[src/rtl/fp_normalizer.sv]
// Two-stage post-addition normalizer: stage 1 classifies the sum and counts leading zeros,
// stage 2 shifts the mantissa, adjusts the exponent and raises zero/overflow/underflow flags.
module fp_normalizer (
  input  logic        clk,
  input  logic        rst,
  input  logic        in_valid,
  output logic        in_ready,
  input  logic        in_sign,
  input  logic [7:0]  in_exp,
  input  logic [24:0] in_mant,
  output logic        out_valid,
  input  logic        out_ready,
  output logic        out_sign,
  output logic [7:0]  out_exp,
  output logic [22:0] out_frac,
  output logic        out_zero,
  output logic        out_ovf,
  output logic        out_unf
);

  typedef enum logic [1:0] {
    CLS_NORM    = 2'd0,
    CLS_CARRY   = 2'd1,
    CLS_ZERO    = 2'd2,
    CLS_SPECIAL = 2'd3
  } cls_t;

  logic        w_s1_adv;
  logic        w_s2_adv;
  logic [4:0]  w_lz;
  cls_t        w_cls;

  logic        r_s1_valid;
  logic        r_s1_sign;
  logic [7:0]  r_s1_exp;
  logic [23:0] r_s1_mant;
  logic [4:0]  r_s1_lz;
  cls_t        r_s1_cls;

  logic        r_out_valid;
  logic        r_out_sign;
  logic [7:0]  r_out_exp;
  logic [22:0] r_out_frac;
  logic        r_out_zero;
  logic        r_out_ovf;
  logic        r_out_unf;

  logic [8:0]  w_exp9;
  logic [8:0]  w_lz9;
  logic [8:0]  w_exp_inc;
  logic [8:0]  w_exp_dec;
  logic [22:0] w_shift [0:5];
  logic [7:0]  w_nxt_exp;
  logic [22:0] w_nxt_frac;
  logic        w_nxt_zero;
  logic        w_nxt_ovf;
  logic        w_nxt_unf;

  assign w_s2_adv = !r_out_valid || out_ready;
  assign w_s1_adv = !r_s1_valid || w_s2_adv;
  assign in_ready = w_s1_adv;

  // Highest set bit wins: later loop iterations overwrite earlier ones.
  always_comb begin
    w_lz = 5'd24;
    for (int i = 0; i < 24; i++) begin
      if (in_mant[i]) w_lz = 5'(23 - i);
    end
  end

  always_comb begin
    if (in_exp == 8'hFF)        w_cls = CLS_SPECIAL;
    else if (in_mant[24])       w_cls = CLS_CARRY;
    else if (in_mant == 25'd0)  w_cls = CLS_ZERO;
    else                        w_cls = CLS_NORM;
  end

  always_ff @(posedge clk) begin
    if (rst) begin
      r_s1_valid <= 1'b0;
      r_s1_sign  <= 1'b0;
      r_s1_exp   <= 8'd0;
      r_s1_mant  <= 24'd0;
      r_s1_lz    <= 5'd0;
      r_s1_cls   <= CLS_NORM;
    end else if (w_s1_adv) begin
      r_s1_valid <= in_valid;
      if (in_valid) begin
        r_s1_sign <= in_sign;
        r_s1_exp  <= in_exp;
        r_s1_mant <= in_mant[23:0];
        r_s1_lz   <= w_lz;
        r_s1_cls  <= w_cls;
      end
    end
  end

  // The hidden bit always shifts out of the 23-bit window, so only mant[22:0] feeds the shifter.
  assign w_shift[0] = r_s1_mant[22:0];
  generate
    for (genvar gi = 0; gi < 5; gi++) begin : g_shift
      assign w_shift[gi+1] = r_s1_lz[gi] ? (w_shift[gi] << (2 ** gi)) : w_shift[gi];
    end
  endgenerate

  assign w_exp9    = {1'b0, r_s1_exp};
  assign w_lz9     = {4'd0, r_s1_lz};
  assign w_exp_inc = w_exp9 + 9'd1;
  assign w_exp_dec = w_exp9 - w_lz9;

  always_comb begin
    w_nxt_exp  = 8'd0;
    w_nxt_frac = 23'd0;
    w_nxt_zero = 1'b0;
    w_nxt_ovf  = 1'b0;
    w_nxt_unf  = 1'b0;
    case (r_s1_cls)
      CLS_SPECIAL: begin
        w_nxt_exp  = 8'hFF;
        w_nxt_frac = r_s1_mant[22:0];
      end
      CLS_CARRY: begin
        if (w_exp_inc >= 9'd255) begin
          w_nxt_exp = 8'hFF;
          w_nxt_ovf = 1'b1;
        end else begin
          w_nxt_exp  = w_exp_inc[7:0];
          w_nxt_frac = r_s1_mant[23:1];
        end
      end
      CLS_ZERO: begin
        w_nxt_zero = 1'b1;
      end
      default: begin
        if (w_exp9 > w_lz9) begin
          w_nxt_exp  = w_exp_dec[7:0];
          w_nxt_frac = w_shift[5];
        end else begin
          w_nxt_unf  = 1'b1;
          w_nxt_zero = 1'b1;
        end
      end
    endcase
  end

  always_ff @(posedge clk) begin
    if (rst) begin
      r_out_valid <= 1'b0;
      r_out_sign  <= 1'b0;
      r_out_exp   <= 8'd0;
      r_out_frac  <= 23'd0;
      r_out_zero  <= 1'b0;
      r_out_ovf   <= 1'b0;
      r_out_unf   <= 1'b0;
    end else if (w_s2_adv) begin
      r_out_valid <= r_s1_valid;
      if (r_s1_valid) begin
        r_out_sign <= r_s1_sign;
        r_out_exp  <= w_nxt_exp;
        r_out_frac <= w_nxt_frac;
        r_out_zero <= w_nxt_zero;
        r_out_ovf  <= w_nxt_ovf;
        r_out_unf  <= w_nxt_unf;
      end
    end
  end

  assign out_valid = r_out_valid;
  assign out_sign  = r_out_sign;
  assign out_exp   = r_out_exp;
  assign out_frac  = r_out_frac;
  assign out_zero  = r_out_zero;
  assign out_ovf   = r_out_ovf;
  assign out_unf   = r_out_unf;

endmodule

[config.mk]
export PLATFORM = sky130hd
export DESIGN_NAME = fp_normalizer
export DESIGN_NICKNAME = d
export VERILOG_FILES = /design/src/rtl/fp_normalizer.sv
export SDC_FILE = /design/constraint.sdc
export NUM_CORES = 1
export LEC_CHECK = 0
export BUFFER_PORTS_ARGS = -buffer_cell sky130_fd_sc_hd__buf_2
export CORE_ASPECT_RATIO = 0.7
export CORE_MARGIN = 10
export CORE_UTILIZATION = 46
export DETAILED_ROUTE_END_ITERATION = 12
export GPL_TIMING_DRIVEN = 0
export PLACE_DENSITY = 0.69
export SLEW_MARGIN = 20
export SYNTH_ARGS = -nofsm -noshare
export SYNTH_HDL_FRONTEND = slang
export SYNTH_SLANG_ARGS = --single-unit
[constraint.sdc]
create_clock -name clk -period 3 [get_ports clk]
set_input_delay 0 -clock clk [delete_from_list [all_inputs] [get_ports clk]]
set_output_delay 0 -clock clk [all_outputs]
set_load 0.01 [all_outputs]
==> results, run 1 <==
- The count of different cell masters after synthesis is 63.
- The fraction of synthesized cell area taken by the top area cell type is 0.296.
- Hold timing on the final database bottoms out at a slack of 0.0703 ns.
- For this run, the total global-route usage over all layers was measured as 0.231.
- The die height is 109 um.
- The core region is 0.0111 mm2.
- The worst setup path is captured at a flop.
- The slowest cell on the critical path is sky130_fd_sc_hd__dfxtp_1.
- The critical path in this run is classified as flop to flop.
- The run finished with clean final reports.
- The tool flagged a number of max-cap violations equal to 0.
- In the post-synthesis netlist, the biggest area contributors are sky130_fd_sc_hd__dfxtp_1 (30%), sky130_fd_sc_hd__nand2_1 (7.8%), sky130_fd_sc_hd__a21oi_1 (6.2%), sky130_fd_sc_hd__mux2i_1 (5.6%), sky130_fd_sc_hd__nor2_1 (4.1%).
- For the pin with the worst max-slew slack, the measured transition is 0.903 ns.
- The die is 147 um wide.
- The biggest fanout along the worst timing path is 9.
- The worst-case IR drop observed on VDD is 0.328 mV.
- Counting flops with an async set or reset pin after synthesis yields a share of 0.
- The residual antenna-violating net count after detailed routing is 0.
- The floorplan die area is 0.0160 mm2.
- CTS built an H-tree with a depth of 3.
- Averaged over all synthesized cells, the footprint is 8.13 um2.
- The initial antenna violation count is 0.
- The number of global-route vias before repair came to 5058.
- After global routing the overflow that remains totals 0.
- Detailed placement finished with a half-perimeter wire length of 14.4 mm.
- Between clock sinks in the finished design, the worst skew comes to 0.00887 ns.
- Dividing the detail-routed via count by the number of cells gives 5.92.
- The worst setup path is launched from a flop.
- The post-synthesis net count is 686.
- After layout, the minimum clock period comes to 2.87 ns.
- Row generation in the floorplan step produced 32 rows.
- On the worst path, the slowest cell contributes a delay of 0.54 ns.
- The TritonCTS sink count is 77.
- Among all cell types in the netlist, the one instantiated most often is sky130_fd_sc_hd__nand2_1.
- Timing would allow up to 348 MHz.
- After clock tree synthesis, the clock-pin slew on the worst setup and hold paths is 0.06 ns.
- The mapped netlist covers 0.00520 mm2.
- The count of final max-slew check failures is 0.
- The number of buffers inserted during clock tree synthesis is 9.
- Entering global routing, the biggest net connects 17 pins.
- The area overhead of the layout relative to synthesis is 24.4%.
- After detailed placement, the design holds a cell count of 866.
- The data arrival time of the critical path is 3.07 ns.
- After detailed routing, the average wire length per cell comes to 20.6 um.
- Before antenna repair, the detailed router went through 5 iterations.
- The share of the Yosys chip area taken by registers is 0.296.
- During I/O placement, the number of pins put on the boundary was 75.
- The relative max-transition margin is 0.398.
- The number of vias in the routed layout is 5440.
- The first global-routing pass estimated 29.6 mm of wire.
- The signal on the critical path passes through clkinvlp_4 > ha_1 > nand2_1 > or4_1 > and4_4 > and2_1 > buf_6 > a221oi_1 > a211oi_1.
- The effective utilization at floorplan is 0.471.
- The dominant cell type by area after synthesis is sky130_fd_sc_hd__dfxtp_1.
- The post-layout instance count excluding filler cells is 919.
- In this run the static leakage power is 2.49 nW.
- The count of inserted antenna diode cells is 0.
- In the final layout, the share of cells above drive strength 1 is 0.235.
- The count of flip-flops with a built-in enable after synthesis is 0.
- The tree is rooted in a sky130_fd_sc_hd__clkbuf_16.
- The wire length reported by the detailed router is 18.9 mm.
- Setup repair after global routing left no endpoint under its margin.
- The required time at the worst-slack endpoint is 3.20 ns.
- The later pin in the worst-skew pair is clocked with a latency of 0.34 ns.
- The type of the worst min-delay path is primary input to flop.
- The post-route DRC violation count is 0.
- The placer congestion estimate is 0.994.
- No sink is reached through more buffers than the 2 on the longest clock path.
- The net count of the finished layout is 807.
- The final-report setup violation count is 0.
- In the synthesized netlist, the number of instances is 640.
- The starting DRC count in detailed routing is 678.
- The total negative slack for setup checks is 0 ns.
- The final period utilization is 0.958.
- The flop and latch count out of synthesis is 77.
- The total count of hold-check failures in the final report came to 0.
- The number of warning messages in the yosys log is 0.
- The clock tree from TritonCTS is yes.
- After filler insertion, the fill cell instance count of the layout stands at 1060.
- Dividing total power by cell area gives a power density of 464 mW/mm2.
- The total power of the final layout is 3.01 mW.
- In this run the tool buffered the top-level ports with 73 buffer cells.
- Ranked by instance count, the synthesized netlist is headed by sky130_fd_sc_hd__nand2_1 (108), sky130_fd_sc_hd__dfxtp_1 (77), sky130_fd_sc_hd__a21oi_1 (64).
- The dominant synthesized flop cell is sky130_fd_sc_hd__dfxtp_1.
-- registers in the layout (all words and copies together), names as in the netlist --
name,count
r_s1_mant,24
out_ovf,1
out_sign,1
out_zero,1
r_s1_cls,2
out_unf,1
r_s1_valid,1
r_s1_sign,1
r_s1_lz,5
out_frac,23
out_exp,8
r_s1_exp,8
out_valid,1
-- worst paths after layout --
check        cells past startpoint  slack [ns]               startpoint                   endpoint
min                              3        0.07                      rst    r_s1_lz[1]$_SDFFE_PP0P_
min reg2reg                      2        0.45   r_s1_sign$_SDFFE_PP0P_      out_sign$_SDFFE_PP0P_
max reg2reg                      9        0.13  r_s1_lz[3]$_SDFFE_PP0P_  out_frac[13]$_SDFFE_PP0P_
max                              9        0.13  r_s1_lz[3]$_SDFFE_PP0P_  out_frac[13]$_SDFFE_PP0P_
-- through the flow --
step / setup slack [ns] / instance area, um2 / util
after floorplan: 0.218 / 5200 / -
after global placement: -0.426 / 5760 / 0.521
after detailed placement: -0.336 / 5760 / 0.521
after CTS: 0.0372 / 6450 / 0.583
after global routing: 0.00972 / 6480 / 0.586
final: 0.127 / 6480 / 0.586
-- where the power goes --
| part | internal, mW | switching, mW | total, mW |
|---|---|---|---|
| logic | 0.292 | 0.390 | 0.682 |
| registers | 1.08 | 0.0773 | 1.16 |
| clock network | 0.666 | 0.498 | 1.16 |
-- area by class of cell --
cell class	count	area [um2]	area share
sequential	77	1540	0.238
tap	153	191	0.0296
buffer	48	314	0.0485
timing repair buffer	113	756	0.117
multi-input combinational	496	3300	0.509
clock inverter	7	86.3	0.0133
inverter	16	63.8	0.00985
clock buffer	9	225	0.0348
-- routing by layer --
metal	GRT usage	up-vias	share of wire
met5	0	-	0
met4	0.0430	0	0.012
met3	0.0571	22	0.11
met2	0.323	296	0.39
met1	0.348	2535	0.48
li1	-	2587	-
-- cells in the final DEF, fill, tap and decap left out, drive strengths merged, types with 9 or more instances in the layout --
cell type,Yosys,routed
nand3,12,12
o21ai,24,24
mux2,14,14
nand2,110,110
dfxtp,77,77
a211oi,29,29
mux4,9,9
clkbuf,27,34
nor3,10,10
dlygate4sd3,0,36
inv,16,20
buf,24,100
nor2,57,57
mux2i,29,29
a221oi,23,23
a21oi,65,65
-- kinds of logic after synthesis --
logic type | Yosys count | share of synthesized area
XOR/XNOR | 9 | 0.0151
multiplexers | 52 | 0.125
flip-flops | 77 | 0.296
adder cells (fa/ha/maj) | 8 | 0.0207
AND/OR/NAND/NOR | 239 | 0.209
AO/OA/AOI/OAI | 188 | 0.262
buffers and inverters | 67 | 0.0719
-- what timing repair did --
| action | 4_1_cts | 5_1_grt |
|---|---|---|
| hold buffers | 36 | 0 |
| endpoints found under the setup margin | 23 | 21 |
| gates resized for setup | 6 | 5 |
| setup buffers | 0 | 4 |
| hold endpoints to repair | 36 | 0 |
-- critical path, delay by kind of cell, from the launching register on --
kind	cells	cell delay, ns
buffers and inverters	2	0.41
flip-flops	1	0.54
AND/OR/NAND/NOR	4	0.95
AO/OA/AOI/OAI	2	0.43
adder cells (fa/ha/maj)	1	0.41
Power figures use the tool's default switching activity.
==> inputs of run 2 (changes only) <==
CORE_MARGIN = unset   (was 10)
==> run 2 against run 1 <==
  * Worst hold slack lost 0.031 ns
  * Critical path type unchanged
  * Clock-buffer cell count grew 1
  * First-iteration DRC count grew 8.3%
  * Clock skew shrank 0.0018 ns
  * Final cell count shrank 0.44%
  * Critical endpoint is now out_frac[15]$_SDFFE_PP0P_
  * Routed wire length shrank 5.7%
  * Power grew 0.46%
  * Sequential share of layout area is essentially flat
  * Clock power is essentially flat
==> results, run 2 (synthesized netlist as in run 1, its figures left out) <==
- No sink is reached through more buffers than the 2 on the longest clock path.
- CTS built an H-tree with a depth of 3.
- The category of the most critical setup path is flop to flop.
- The buffers plus inverters on the worst setup path is 2.
- For this run, the slowest stage of the critical path takes 0.50 ns.
- For this configuration, the core starts out at a cell density of 0.473.
- The path with the worst hold slack has its endpoint at r_s1_lz[1]$_SDFFE_PP0P_.
- The length in cells of the worst reg-to-reg path is 9.
- Of the available clock period, the critical path in the final layout requires 0.969.
- The type of the worst min-delay path is primary input to flop.
- The global-route usage over all layers is 0.312.
- After global routing the overflow that remains totals 0.
- The number of flip-flops under the largest register name is 24.
- Total power for the finished layout comes to 3.02 mW.
- The fraction of final layout cells with drive strength greater than 1 is 0.234.
- Buffers inserted during clock tree synthesis total 9.
- The first TritonRoute pass finished after 5 iterations.
- The nature of the critical path endpoint is a flop.
- The tree is rooted in a sky130_fd_sc_hd__clkbuf_16.
- From synthesis to final layout, the design area changed by 24.6%.
- The count of inserted antenna diode cells is 0.
- The clock tree from TritonCTS is yes.
- Setup violations remaining at the end of the flow were counted as 0.
- The total count of hold-check failures in the final report is 0.
- The slowest cell on the critical path is sky130_fd_sc_hd__or4_1.
- The biggest fanout along the worst timing path is 13.
- Across all register-to-register paths, the minimum setup slack is 0.09 ns.
- For this block, the via count after detailed routing is 5453.
- The ratio of total power to cell area is 466 mW/mm2.
- Measured against its own limit, the worst slew margin works out to 0.453.
- After layout, the worst setup slack is 0.0939 ns.
- The first global-routing pass estimated 27.7 mm of wire.
- After clock tree synthesis, the clock-pin slew on the worst setup and hold paths is 0.06 ns.
- Using the TritonRoute via totals, the vias-per-cell ratio works out to 5.96.
- In this run the critical register-to-register path is captured at out_frac[15]$_SDFFE_PP0P_.
- In this run the remaining antenna-violating nets after routing total 0.
- The critical path goes through inv_1 > ha_1 > nand2_1 > or4_1 > and4_4 > and2_1 > buf_6 > o2111a_1 > a311o_1.
- At the later pin of the worst-skew pair, clock insertion delay measures 0.34 ns.
- The worst setup path is launched from a flop.
- The standard-cell row count is 32.
- The area of the core region is 0.0110 mm2.
- The transition time at the pin with the least slew margin is 0.820 ns.
- The largest net degree at the start of global routing is 17.
- In this run the tool buffered the top-level ports with 73 buffer cells.
- The maximum frequency from static timing analysis is 344 MHz.
- At the worst endpoint, the arrival time is 3.13 ns.
- Pin placement for this block handled 75 I/O pins.
- The TritonCTS sink count is 77.
- In the layout the commonest cells are sky130_fd_sc_hd__nand2_1 (108), sky130_fd_sc_hd__buf_2 (82), sky130_fd_sc_hd__dfxtp_1 (77), sky130_fd_sc_hd__a21oi_1 (64), sky130_fd_sc_hd__nor2_1 (57).
- The initial antenna violation count is 0.
- The hold-critical path depth is 3.
- In the final design database the tool counted 804 nets.
- The number of global-route vias before repair is 4941.
- The die height is 91.0 um.
- The count of final max-slew check failures came to 0.
- The worst vdd rail ir drop is 0.253 mV.
- More flip-flops sit in one register than any other, and that register is r_s1_mant.
- The max-cap violation count is 0.
- The worst hold path begins at rst.
- Before CTS, the worst setup slack after placement is -0.335 ns.
- The total negative slack for setup checks is 0 ns.
- The floorplan die width is 129 um.
- The number of fill cells is 991.
- The clock skew after layout is 0.00708 ns.
- The leakage component of the power is 2.49 nW.
- The flow ran to the end, and the final reports show no timing, DRC or antenna violations.
- The wire length reported by the detailed router is 17.9 mm.
- The floorplan die area is 0.0118 mm2.
- The placer congestion estimate is 0.937.
- Leaving out fill and tap cells, the most frequent cell in the layout is sky130_fd_sc_hd__nand2_1.
- On the critical path the largest part of the delay comes from simple AND/OR/NAND/NOR gates.
- The reg-to-reg critical path startpoint is r_s1_lz[3]$_SDFFE_PP0P_.
- For this run, design rule violations remaining after detail routing come to 0.
- The time the worst path needs with I/O delays and setup is 2.91 ns.
- For the worst setup path, the data required time is 3.22 ns.
- The starting DRC count in detailed routing is 734.
- The mean routed wirelength per cell is 19.5 um.
- Detailed placement ended at an HPWL of 13.3 mm.
[run 2: cell count changes in the layout (fill, tap and decap cells not counted), moves of 2 or more]
cell | previous run | this run
sky130_fd_sc_hd__buf_4 | 7 | 4
sky130_fd_sc_hd__inv_6 | 3 | 1
sky130_fd_sc_hd__a221oi_1 | 14 | 10
sky130_fd_sc_hd__a221oi_2 | 9 | 13
sky130_fd_sc_hd__inv_8 | 2 | 0
[run 2: metrics by stage]
stage / cells / instance area [um2] / hold slack [ns] / utilization
2_1_floorplan: 640 / 5200 / 0.136 / -
3_3_place_gp: 866 / 5760 / 0.241 / 0.523
4_1_cts: 915 / 6450 / 0.0232 / 0.586
3_5_place_dp: 866 / 5760 / 0.258 / 0.523
6_report: 915 / 6490 / 0.0391 / 0.589
5_1_grt: 915 / 6490 / 0.0580 / 0.589
[run 2: power by group]
group / leakage [nW] / internal [mW] / switching (mW) / total [mW]
registers: 0.633 / 1.08 / 0.0777 / 1.16
logic: 1.71 / 0.295 / 0.390 / 0.684
clock network: 0.149 / 0.729 / 0.445 / 1.17
[run 2: worst max-delay path by stage]
stage / slack [ns] / cells past startpoint / to / start
after floorplan: 0.22 / 12 / out_frac[15]$_SDFFE_PP0P_ / r_s1_lz[1]$_SDFFE_PP0P_
after global placement: -0.38 / 12 / out_frac[22]$_SDFFE_PP0P_ / r_s1_lz[1]$_SDFFE_PP0P_
after detailed placement: -0.33 / 12 / out_frac[22]$_SDFFE_PP0P_ / r_s1_lz[1]$_SDFFE_PP0P_
after CTS: 0.03 / 12 / out_frac[13]$_SDFFE_PP0P_ / r_s1_lz[1]$_SDFFE_PP0P_
after global routing: -0.008 / 11 / out_frac[10]$_SDFFE_PP0P_ / r_s1_lz[2]$_SDFFE_PP0P_
final: 0.09 / 9 / out_frac[15]$_SDFFE_PP0P_ / r_s1_lz[3]$_SDFFE_PP0P_
[run 2: layout make-up]
cell class | instances | area, um2 | share of cell area
clock inverter | 5 | 85.1 | 0.0131
timing repair buffer | 110 | 733 | 0.113
sequential | 77 | 1540 | 0.238
tap | 153 | 191 | 0.0295
multi-input combinational | 496 | 3320 | 0.512
inverter | 16 | 63.8 | 0.00984
clock buffer | 10 | 229 | 0.0353
buffer | 48 | 320 | 0.0494
[run 2: repair_timing]
action | in CTS | in global routing
endpoints found under the hold margin | 37 | 0
hold buffers | 36 | 0
endpoints found under the setup margin | 27 | 10
buffers inserted | 0 | 1
gates resized for setup | 7 | 10
[run 2: routing by layer]
metal / track usage / part of all wire / vias to the layer above
met1: 0.496 / 0.48 / 2560
met2: 0.429 / 0.40 / 292
li1: - / - / 2585
met3: 0.0595 / 0.11 / 16
met4: 0.0539 / 0.0076 / 0
met5: 0 / 0 / -
[run 2: worst min-delay path, cell delays in order]
cell and delay [ns]:
sky130_fd_sc_hd__clkbuf_8 0.15, sky130_fd_sc_hd__or4_1 0.12, sky130_fd_sc_hd__o32ai_1 0.06
